[config.mk]
export PLATFORM = sky130hd
export DESIGN_NAME = instr_loader_flat
export DESIGN_NICKNAME = d
export VERILOG_FILES = /design/src/rtl/instr_loader_if.sv /design/src/rtl/instr_loader.sv /design/src/flat_wrapper.sv
export SDC_FILE = /design/constraint.sdc
export NUM_CORES = 1
export LEC_CHECK = 0
export ABC_CLOCK_PERIOD_IN_PS = 4100
export CORE_ASPECT_RATIO = 0.75
export CORE_MARGIN = 2
export CORE_UTILIZATION = 45
export DETAILED_ROUTE_END_ITERATION = 10
export PLACE_DENSITY = 0.71
export SLEW_MARGIN = 10
export SYNTH_ARGS = -nofsm -noshare
export SYNTH_HDL_FRONTEND = slang
export SYNTH_SLANG_ARGS = --single-unit
[constraint.sdc]
create_clock -name clk -period 4.1 [get_ports clk]
set_input_delay 1.23 -clock clk [delete_from_list [all_inputs] [get_ports clk]]
set_output_delay 1.23 -clock clk [all_outputs]
set_load 0.03 [all_outputs]
[src/rtl/instr_loader_if.sv]
// Byte-stream receive bus plus instruction-memory write bus for the boot loader.
// The master modport is the loader; slave is the UART/memory side.
interface instr_loader_if;
   logic [7:0]  rx_data;
   logic        rx_valid;
   logic        rx_ready;
   logic [31:0] instr_in;
   logic [31:0] instr_in_addr;
   logic        instr_we;

   modport master (
      input  rx_data, rx_valid,
      output rx_ready, instr_in, instr_in_addr, instr_we
   );
   modport slave (
      output rx_data, rx_valid,
      input  rx_ready, instr_in, instr_in_addr, instr_we
   );
endinterface

[src/rtl/instr_loader.sv]
// Boot-time loader: 16-bit LE word count followed by LE 32-bit instructions,
// written to instruction memory while the core is held in reset.
module instr_loader #(
   parameter logic [31:0] ADDR_BASE   = 32'h0000_0000,
   parameter int          MAX_WORDS   = 256,
   parameter int          TIMEOUT_CYC = 1000000
) (
   input  logic               clk,
   input  logic               rst,
   input  logic               start,
   instr_loader_if.master     bus,
   output logic               core_hold,
   output logic               load_done,
   output logic               load_err,
   output logic [15:0]        words_loaded
);
   typedef enum logic [2:0] {IDLE, LEN_LO, LEN_HI, DATA, DONE, ERROR} state_e;

   localparam logic [16:0] MAX_W = 17'(MAX_WORDS);
   localparam logic [31:0] TMAX  = 32'(TIMEOUT_CYC - 1);

   state_e      state_q, state_d;
   logic [15:0] len_q, len_d;
   logic [1:0]  byte_idx_q, byte_idx_d;
   logic [15:0] word_idx_q, word_idx_d;
   logic [23:0] word_q, word_d;
   logic [31:0] timer_q, timer_d;
   logic        rx_ready_q, rx_ready_d;
   logic        instr_we_q, instr_we_d;
   logic [31:0] instr_in_q, instr_in_d;
   logic [31:0] addr_q, addr_d;
   logic        core_hold_q, core_hold_d;
   logic        load_done_q, load_done_d;
   logic        load_err_q, load_err_d;
   logic [15:0] words_loaded_q, words_loaded_d;

   logic        accept, timed_out, len_bad, last_word, final_byte;
   logic [15:0] len_full;

   assign accept     = bus.rx_valid & rx_ready_q;
   assign timed_out  = (timer_q == TMAX);
   assign len_full   = {bus.rx_data, len_q[7:0]};
   assign len_bad    = (len_full == 16'd0) || ({1'b0, len_full} > MAX_W);
   assign last_word  = (word_idx_q == len_q - 16'd1);
   assign final_byte = (state_q == DATA) && accept && (byte_idx_q == 2'd3) && last_word;

   always_ff @(posedge clk) begin
      if (rst) begin
         state_q        <= IDLE;
         len_q          <= '0;
         byte_idx_q     <= '0;
         word_idx_q     <= '0;
         word_q         <= '0;
         timer_q        <= '0;
         rx_ready_q     <= 1'b0;
         instr_we_q     <= 1'b0;
         instr_in_q     <= '0;
         addr_q         <= '0;
         core_hold_q    <= 1'b1;
         load_done_q    <= 1'b0;
         load_err_q     <= 1'b0;
         words_loaded_q <= '0;
      end else begin
         state_q        <= state_d;
         len_q          <= len_d;
         byte_idx_q     <= byte_idx_d;
         word_idx_q     <= word_idx_d;
         word_q         <= word_d;
         timer_q        <= timer_d;
         rx_ready_q     <= rx_ready_d;
         instr_we_q     <= instr_we_d;
         instr_in_q     <= instr_in_d;
         addr_q         <= addr_d;
         core_hold_q    <= core_hold_d;
         load_done_q    <= load_done_d;
         load_err_q     <= load_err_d;
         words_loaded_q <= words_loaded_d;
      end
   end

   always_comb begin
      state_d = state_q;
      case (state_q)
         IDLE, DONE, ERROR: if (start) state_d = LEN_LO;
         LEN_LO: begin
            if (accept)         state_d = LEN_HI;
            else if (timed_out) state_d = ERROR;
         end
         LEN_HI: begin
            if (accept)         state_d = len_bad ? ERROR : DATA;
            else if (timed_out) state_d = ERROR;
         end
         DATA: begin
            // Leave only after the final word's strobe cycle has been issued.
            if (instr_we_q && (words_loaded_q == len_q)) state_d = DONE;
            else if (!accept && timed_out)                state_d = ERROR;
         end
         default: state_d = IDLE;
      endcase
   end

   always_comb begin
      len_d          = len_q;
      byte_idx_d     = byte_idx_q;
      word_idx_d     = word_idx_q;
      word_d         = word_q;
      timer_d        = timer_q;
      instr_we_d     = 1'b0;
      instr_in_d     = instr_in_q;
      addr_d         = addr_q;
      words_loaded_d = words_loaded_q;
      case (state_q)
         IDLE, DONE, ERROR: begin
            if (start) begin
               len_d          = '0;
               byte_idx_d     = '0;
               word_idx_d     = '0;
               timer_d        = '0;
               words_loaded_d = '0;
            end
         end
         LEN_LO, LEN_HI, DATA: begin
            timer_d = accept ? 32'd0 : timer_q + 32'd1;
            if (accept && state_q == LEN_LO) len_d[7:0]  = bus.rx_data;
            if (accept && state_q == LEN_HI) len_d[15:8] = bus.rx_data;
            if (accept && state_q == DATA) begin
               byte_idx_d = byte_idx_q + 2'd1;
               case (byte_idx_q)
                  2'd0: word_d[7:0]   = bus.rx_data;
                  2'd1: word_d[15:8]  = bus.rx_data;
                  2'd2: word_d[23:16] = bus.rx_data;
                  default: begin
                     instr_we_d     = 1'b1;
                     instr_in_d     = {bus.rx_data, word_q};
                     addr_d         = ADDR_BASE + {14'd0, word_idx_q, 2'b00};
                     word_idx_d     = word_idx_q + 16'd1;
                     words_loaded_d = words_loaded_q + 16'd1;
                  end
               endcase
            end
         end
         default: ;
      endcase
      // Ready drops as soon as the last byte is taken so nothing trails the load.
      rx_ready_d  = (state_d == LEN_LO || state_d == LEN_HI || state_d == DATA) && !final_byte;
      core_hold_d = (state_d != DONE);
      load_done_d = (state_d == DONE);
      load_err_d  = (state_d == ERROR);
   end

   assign bus.rx_ready      = rx_ready_q;
   assign bus.instr_we      = instr_we_q;
   assign bus.instr_in      = instr_in_q;
   assign bus.instr_in_addr = addr_q;
   assign core_hold         = core_hold_q;
   assign load_done         = load_done_q;
   assign load_err          = load_err_q;
   assign words_loaded      = words_loaded_q;
endmodule
[src/flat_wrapper.sv]
// flat-port wrapper written by rule: the top's interface ports become plain ports
module instr_loader_flat 
#(
   parameter logic [31:0] ADDR_BASE   = 32'h0000_0000,
   parameter int          MAX_WORDS   = 256,
   parameter int          TIMEOUT_CYC = 1000000
)
  (clk, rst, start, core_hold, load_done, load_err, words_loaded, bus_rx_data, bus_rx_valid, bus_rx_ready, bus_instr_in, bus_instr_in_addr, bus_instr_we);
  instr_loader_if bus_i ();
  input  logic clk;
  input  logic rst;
  input  logic start;
  output logic core_hold;
  output logic load_done;
  output logic load_err;
  output logic [15:0] words_loaded;
  input wire logic [$bits(bus_i.rx_data)-1:0] bus_rx_data;
  input wire logic [$bits(bus_i.rx_valid)-1:0] bus_rx_valid;
  output wire logic [$bits(bus_i.rx_ready)-1:0] bus_rx_ready;
  output wire logic [$bits(bus_i.instr_in)-1:0] bus_instr_in;
  output wire logic [$bits(bus_i.instr_in_addr)-1:0] bus_instr_in_addr;
  output wire logic [$bits(bus_i.instr_we)-1:0] bus_instr_we;
  assign bus_i.rx_data = bus_rx_data;
  assign bus_i.rx_valid = bus_rx_valid;
  assign bus_rx_ready = bus_i.rx_ready;
  assign bus_instr_in = bus_i.instr_in;
  assign bus_instr_in_addr = bus_i.instr_in_addr;
  assign bus_instr_we = bus_i.instr_we;
  instr_loader #(.ADDR_BASE(ADDR_BASE), .MAX_WORDS(MAX_WORDS), .TIMEOUT_CYC(TIMEOUT_CYC)) u_core (.clk(clk), .rst(rst), .start(start), .bus(bus_i), .core_hold(core_hold), .load_done(load_done), .load_err(load_err), .words_loaded(words_loaded));
endmodule
# After elaboration in Yosys (flattened, before gate mapping)
# Cells that the tools add are included.
# W data, S select, Z words.
totals:
  register_bits: 162
  in_bits: 12
  out_inout_bits: 85
  elab_cells: 104
classes:
  add_sub_neg: 5
  order_cmp: 1
  n_eq_ne: 22
  muxes: 25
  n_bitwise: 4
  n_reduce_logical: 30
op_table:
  columns: ["cell", "n"]
  rows:
  - ["$pmux W16 S2", 3]
  - ["$mux W16", 5]
  - ["$mux W32", 2]
  - ["$pmux W32 S2", 1]
  - ["$add A16 B1 Y16 const B", 2]
  - ["$add A32 B1 Y32 const B", 1]
  - ["$eq A16 B16 Y1", 2]
  - ["$eq A32 B20 Y1 const B", 1]
  - ["$mux W3", 7]
  - ["$reduce_and A3 Y1", 7]
  - ["$gt A16 B9 Y1 const B", 1]
  - ["$logic_not A16 Y1", 1]
  - ["$mux W8", 2]
  - ["$sub A16 B1 Y16 const B", 1]
  - ["$eq A3 B2 Y1 const B", 4]
  - ["$eq A3 B3 Y1 const B", 4]
  - ["$pmux W3 S4", 1]
  - ["$reduce_or A3 Y1", 4]
  - ["$logic_and A1 B1 Y1", 8]
  - ["$eq A3 B1 Y1 const B", 2]
  - ["$ne A2 B1 Y1 const B", 3]
  - ["$eq A2 B2 Y1 const B", 2]
  - ["$mux W2", 2]
  - ["$ne A2 B2 Y1 const B", 2]
  - ["other kinds (14)", 19]

# Logic depth before layout (Yosys ltp)
logic_depth:
  word_depth: 10
  depth_mapped: 9
  mapped_depth_nobuf: 9

# Least setup slack after synthesis
# OpenSTA, ideal clock, no wires.
synth_path:
  kind: "in2reg"
  from: "input port bus_rx_valid"
  to: "register u_core.words_loaded_q[15] (netlist: u_core.words_loaded[15])"
  setup_ps: 128
  arrival_ps: 2670
  required_time_ps: 3972
  setup_slack_ps: 1302
  cell_stages: 8
  path_buffers: 2
  cell_sequence: "and2_1 > clkbuf_1 > and3_1 > buf_2 > o2111ai_1 > or4_1 > xor2_1 > nor2_1"
synth_via:
  elab_chain_cells: 4
synth_rtl:
  columns: ["item", "line_no", "source"]
  rows:
  - ["start: declaration", "flat_wrapper.sv:18", "input wire logic [$bits(bus_i.rx_valid)-1:0] bus_rx_valid;"]
  - ["$and A1 B1 Y1", "instr_loader.sv:40", "assign accept = bus.rx_valid & rx_ready_q;"]
  - ["$logic_and A1 B1 Y1", "instr_loader.sv:126", "if (accept && state_q == DATA) begin"]
  - ["$ne A2 B1 Y1 (no source line)", null, null]
  - ["$reduce_and A4 Y1 (no source line)", null, null]
  - ["end signal: assignment", "instr_loader.sv:77", "words_loaded_q <= words_loaded_d;"]
  - ["end: declaration", "instr_loader.sv:35", "logic [15:0] words_loaded_q, words_loaded_d;"]
# No other way between the ends.
# A chain may end at the register's enable or synchronous reset.

# Final worst setup path
layout_path:
  from: "input port bus_rx_data[1]"
  to: "register u_core.rx_ready_q (netlist: u_core.bus.rx_ready)"
layout_via:
  elab_chain_cells: 9
  elab_cells_between_ends: 12
  cone_classes: "order compare: 1; eq/ne: 3; mux: 3; reduce/logical: 5"
layout_rtl:
  columns: ["item", "line_no", "source"]
  rows:
  - ["start: declaration", "flat_wrapper.sv:17", "input wire logic [$bits(bus_i.rx_data)-1:0] bus_rx_data;"]
  - ["$gt A16 B9 Y1 or $logic_not A16 Y1 (tied branches)", "instr_loader.sv:43", "assign len_bad = (len_full == 16'd0) || ({1'b0, len_full} > MAX_W);"]
  - ["$logic_or A1 B1 Y1 (*)", "instr_loader.sv:43", null]
  - ["$mux W3 (*) (2 in series)", "instr_loader.sv:90", "if (accept) state_d = len_bad ? ERROR : DATA;"]
  - ["$pmux W3 S4 (*)", "instr_loader.sv:83", "case (state_q)"]
  - ["$eq A3 B1 Y1 or $eq A3 B2 Y1 (tied branches)", "instr_loader.sv:145", "rx_ready_d = (state_d == LEN_LO || state_d == LEN_HI || state_d == DATA) && !final_byte;"]
  - ["$logic_or A1 B1 Y1", "instr_loader.sv:145", null]
  - ["$logic_or A1 B1 Y1 (*)", "instr_loader.sv:145", null]
  - ["$logic_and A1 B1 Y1 (*)", "instr_loader.sv:145", null]
  - ["end signal: assignment", "instr_loader.sv:70", "rx_ready_q <= rx_ready_d;"]
  - ["end: declaration", "instr_loader.sv:28", "logic rx_ready_q, rx_ready_d;"]
# Every way passes the cells marked *; elsewhere a longest branch is shown, timed or not.

==> metrics.yaml <==
floorplan:
  design.die.area_um2: 17400
  rows: 40
  start_util_pct: 46.1
  core_um2: 16000
  die_h_um: 115
  die_w_um: 152
  ios: 97
clock_tree:
  cts_resized: 0
  clock-sinks: 162
  cts_buffer_depth: 2
  cts_buffers: 17
  clkTransAtPathRegs_ns: 0.07
  cts_tree: "yes"
  cts_hold_buf: 0
  cts_max_level: 4
  cts_root_buf: "clkbuf_16"
  insertion_delay_ns: 0.44
  cts_setup_buffers: 0
sta:
  slew_headroom_pct: 32.3
  timing.final.crit_period_ns: 3.07
  fin_crit_sh_pct: 74.8
  final.setup_skew_ns: 0.0133
  worstMarginPinSlew_ns: 1.02
  slew_violations: 0
  worst_hold_slack_ns: 0.453
  hold_viol: 0
  fmax_mhz: 326
  rsz0062_at_grt: "false"
  setup_viol: 0
  finalSetupTns_ns: 0
setup_path:
  cpMaxStageDelayCell: "clkdlybuf4s50_1"
  path_class: "in -> reg"
  cp_num_buf_inv: 1
  worstSetupEndpointType: "register"
  arrival_ns: 3.41
  crit_top_cell: "a21oi_1"
  crit_family: "simple AND/OR/NAND/NOR gates"
  rr_worst_depth: 8
  cp.depth: 8
  cp.required_ns: 4.44
  crit_fanout: 7
  start_kind: "input port"
  max_stage_delay_ns: 0.61
  crit_chain: "clkdlybuf4s50_1 -> nor4_1 -> nand3_1 -> a21o_1 -> a21oi_1 -> o21ai_1 -> or3_1 -> a21oi_1"
final_layout:
  syn_to_final_growth_pct: 20.0
  num-fill-cells: 1518
  drive_gt1_share_pct: 5.09
  nNetsFinal: 1010
  final_common_cell: "nand2_1"
  ff_latch_area_um2: 3240
  multi_input_area_um2: 3830
  layout_common_cells: "nand2_1, dfxtp_1, a21oi_1"
  num_antenna_cells: 0
detailed_routing:
  ant_nets: 0
  drt-vias-per-instance: 5.34
  routed_wl_mm: 18.3
  drcViolationCount: 0
  dr.first_iter.drc_count: 601
  wl_per_cell_um: 15.1
  num_vias: 6474
  drt_first_pass_iters: 8
logic_synthesis:
  synth_async_sr_flop_share_pct: 0
  synth_top_area_cell: "dfxtp_1"
  mappedNetlistArea_um2: 7380
  synth_area_leaders: "dfxtp_1, nand2_1, a21oi_1, xor2_1, nor2_1"
  seq_area_frac_synth_pct: 43.9
  ys.flop_type: "dfxtp_1"
  ys_ff_latch: 162
  ys_warn_count: 0
  synthCells: 935
  synth-edff-count: 0
  avgSynthCellArea_um2: 7.89
  yosysTopAreaCellShare_pct: 43.9
  ys_types: 48
global_routing:
  met3_usage_pct: 5.58
  grt.total_usage_pct: 20.9
  grt_max_degree: 57
  grt_pass1_wl_mm: 29.5
  met2_usage_pct: 30.4
  antenna_found_initial: 0
  grt_util_met1_pct: 30.2
  grt_overflow: 0
  grt_pass1_vias: 5727
  grt_busiest_layer: "met2"
pwr:
  p_leak_nw: 3.08
  total_power_mw: 3.54
  power.density_nw_per_um2: 400
  peakVddDrop_mv: 0.308
placed_design:
  hpwl_mm: 12.4
  place_congestion: 0.886
  portBuffers: 80
min_path:
  hold_depth: 2
  holdCritPathClass: "reg -> reg"
status:
  status: "completed"
run:
  drv_cap: 0
## worst min-delay path, stage by stage, from the launching register on
cell and delay, ns:
dfxtp_1 0.31, nand2_1 0.05, a21oi_1 0.05
## flip-flops by register name, indices dropped and copies added, names as in the netlist
name,cells
u_core.byte_idx_q,2
u_core.load_err,1
u_core.state_q,3
u_core.timer_q,32
u_core.bus.instr_in_addr,16
u_core.bus.instr_we,1
u_core.load_done,1
u_core.word_q,24
u_core.words_loaded,16
u_core.word_idx_q,16
u_core.core_hold,1
u_core.len_q,16
u_core.bus.instr_in,32
u_core.bus.rx_ready,1
## metrics by stage
step	cell area [um2]	utilization [%]	cells	setup slack (ns)
2_1_floorplan	7440	-	950	1.30
3_3_place_gp	8240	51.4	1180	0.629
3_5_place_dp	8240	51.4	1180	0.656
4_1_cts	8860	55.3	1212	1.10
5_1_grt	8860	55.3	1212	0.893
6_report	8860	55.3	1212	1.03
## report_power, final
part           internal [mW]  switching [mW]
Combinational         0.0914           0.184
Sequential              1.58          0.0249
Clock                  0.979           0.680
Total                   2.66           0.889
## synth_stat cells, types with 2 or more instances
| cell type | number |
|---|---|
| a21o_1 | 2 |
| nor4_1 | 6 |
| clkbuf_1 | 45 |
| nor2_1 | 105 |
| or4b_1 | 3 |
| ha_1 | 9 |
| o21ai_1 | 3 |
| nand2b_1 | 5 |
| nand2_1 | 170 |
| or3_1 | 13 |
| nand4_1 | 22 |
| nand3_1 | 54 |
| o21ai_0 | 28 |
| nor2b_1 | 6 |
| and3_1 | 13 |
| buf_4 | 16 |
| nor3_1 | 14 |
| and2_1 | 3 |
| a21oi_1 | 115 |
| o2111ai_1 | 2 |
| inv_1 | 10 |
| dfxtp_1 | 162 |
| or4_1 | 4 |
| xor2_1 | 53 |
| nor4b_1 | 4 |
| a211oi_1 | 2 |
| nor4_2 | 2 |
| xnor2_1 | 36 |
| buf_2 | 6 |
| a31oi_1 | 4 |
## final timing paths
check | slack, ns | startpoint | endpoint
worst max-delay path | 1.03 | bus_rx_data[1] | u_core.bus.rx_ready$_SDFF_PP0_
worst min-delay path | 0.45 | u_core.bus.instr_in_addr[15]$_SDFFE_PP0P_ | u_core.bus.instr_in_addr[15]$_SDFFE_PP0P_
worst max register to register | 1.32 | u_core.state_q[1]$_SDFF_PP0_ | u_core.timer_q[31]$_SDFFE_PP0P_
worst min register to register | 0.45 | u_core.bus.instr_in_addr[15]$_SDFFE_PP0P_ | u_core.bus.instr_in_addr[15]$_SDFFE_PP0P_
## cell type report
| cell class | instances | area share (%) |
|---|---|---|
| clock buffer | 21 | 5.42 |
| clock inverter | 11 | 1.58 |
| inverter | 10 | 0.424 |
| multi-input combinational | 709 | 43.2 |
| sequential | 162 | 36.6 |
| tap | 210 | 2.97 |
| timing repair buffer | 89 | 9.78 |
## routing by layer
metal  vias to the layer above  share of wire, %
li1                       3227                 -
met1                      3000                49
met2                       222                43
met3                        25               7.1
met4                         0               1.4
met5                         -                 0
## cells by family (layout without fill, tap and decap cells)
family | Yosys count | in the layout | synth area share [%]
fa+ha+maj | 9 | 9 | 1.53
buf+inv | 79 | 131 | 5.04
flops | 162 | 162 | 43.9
compound gates | 161 | 161 | 11.5
simple gates | 434 | 434 | 27.4
xor+xnor | 89 | 89 | 10.6
other cells | 1 | 16 | 0.0508
No activity file was read; power rests on OpenSTA's default activity.
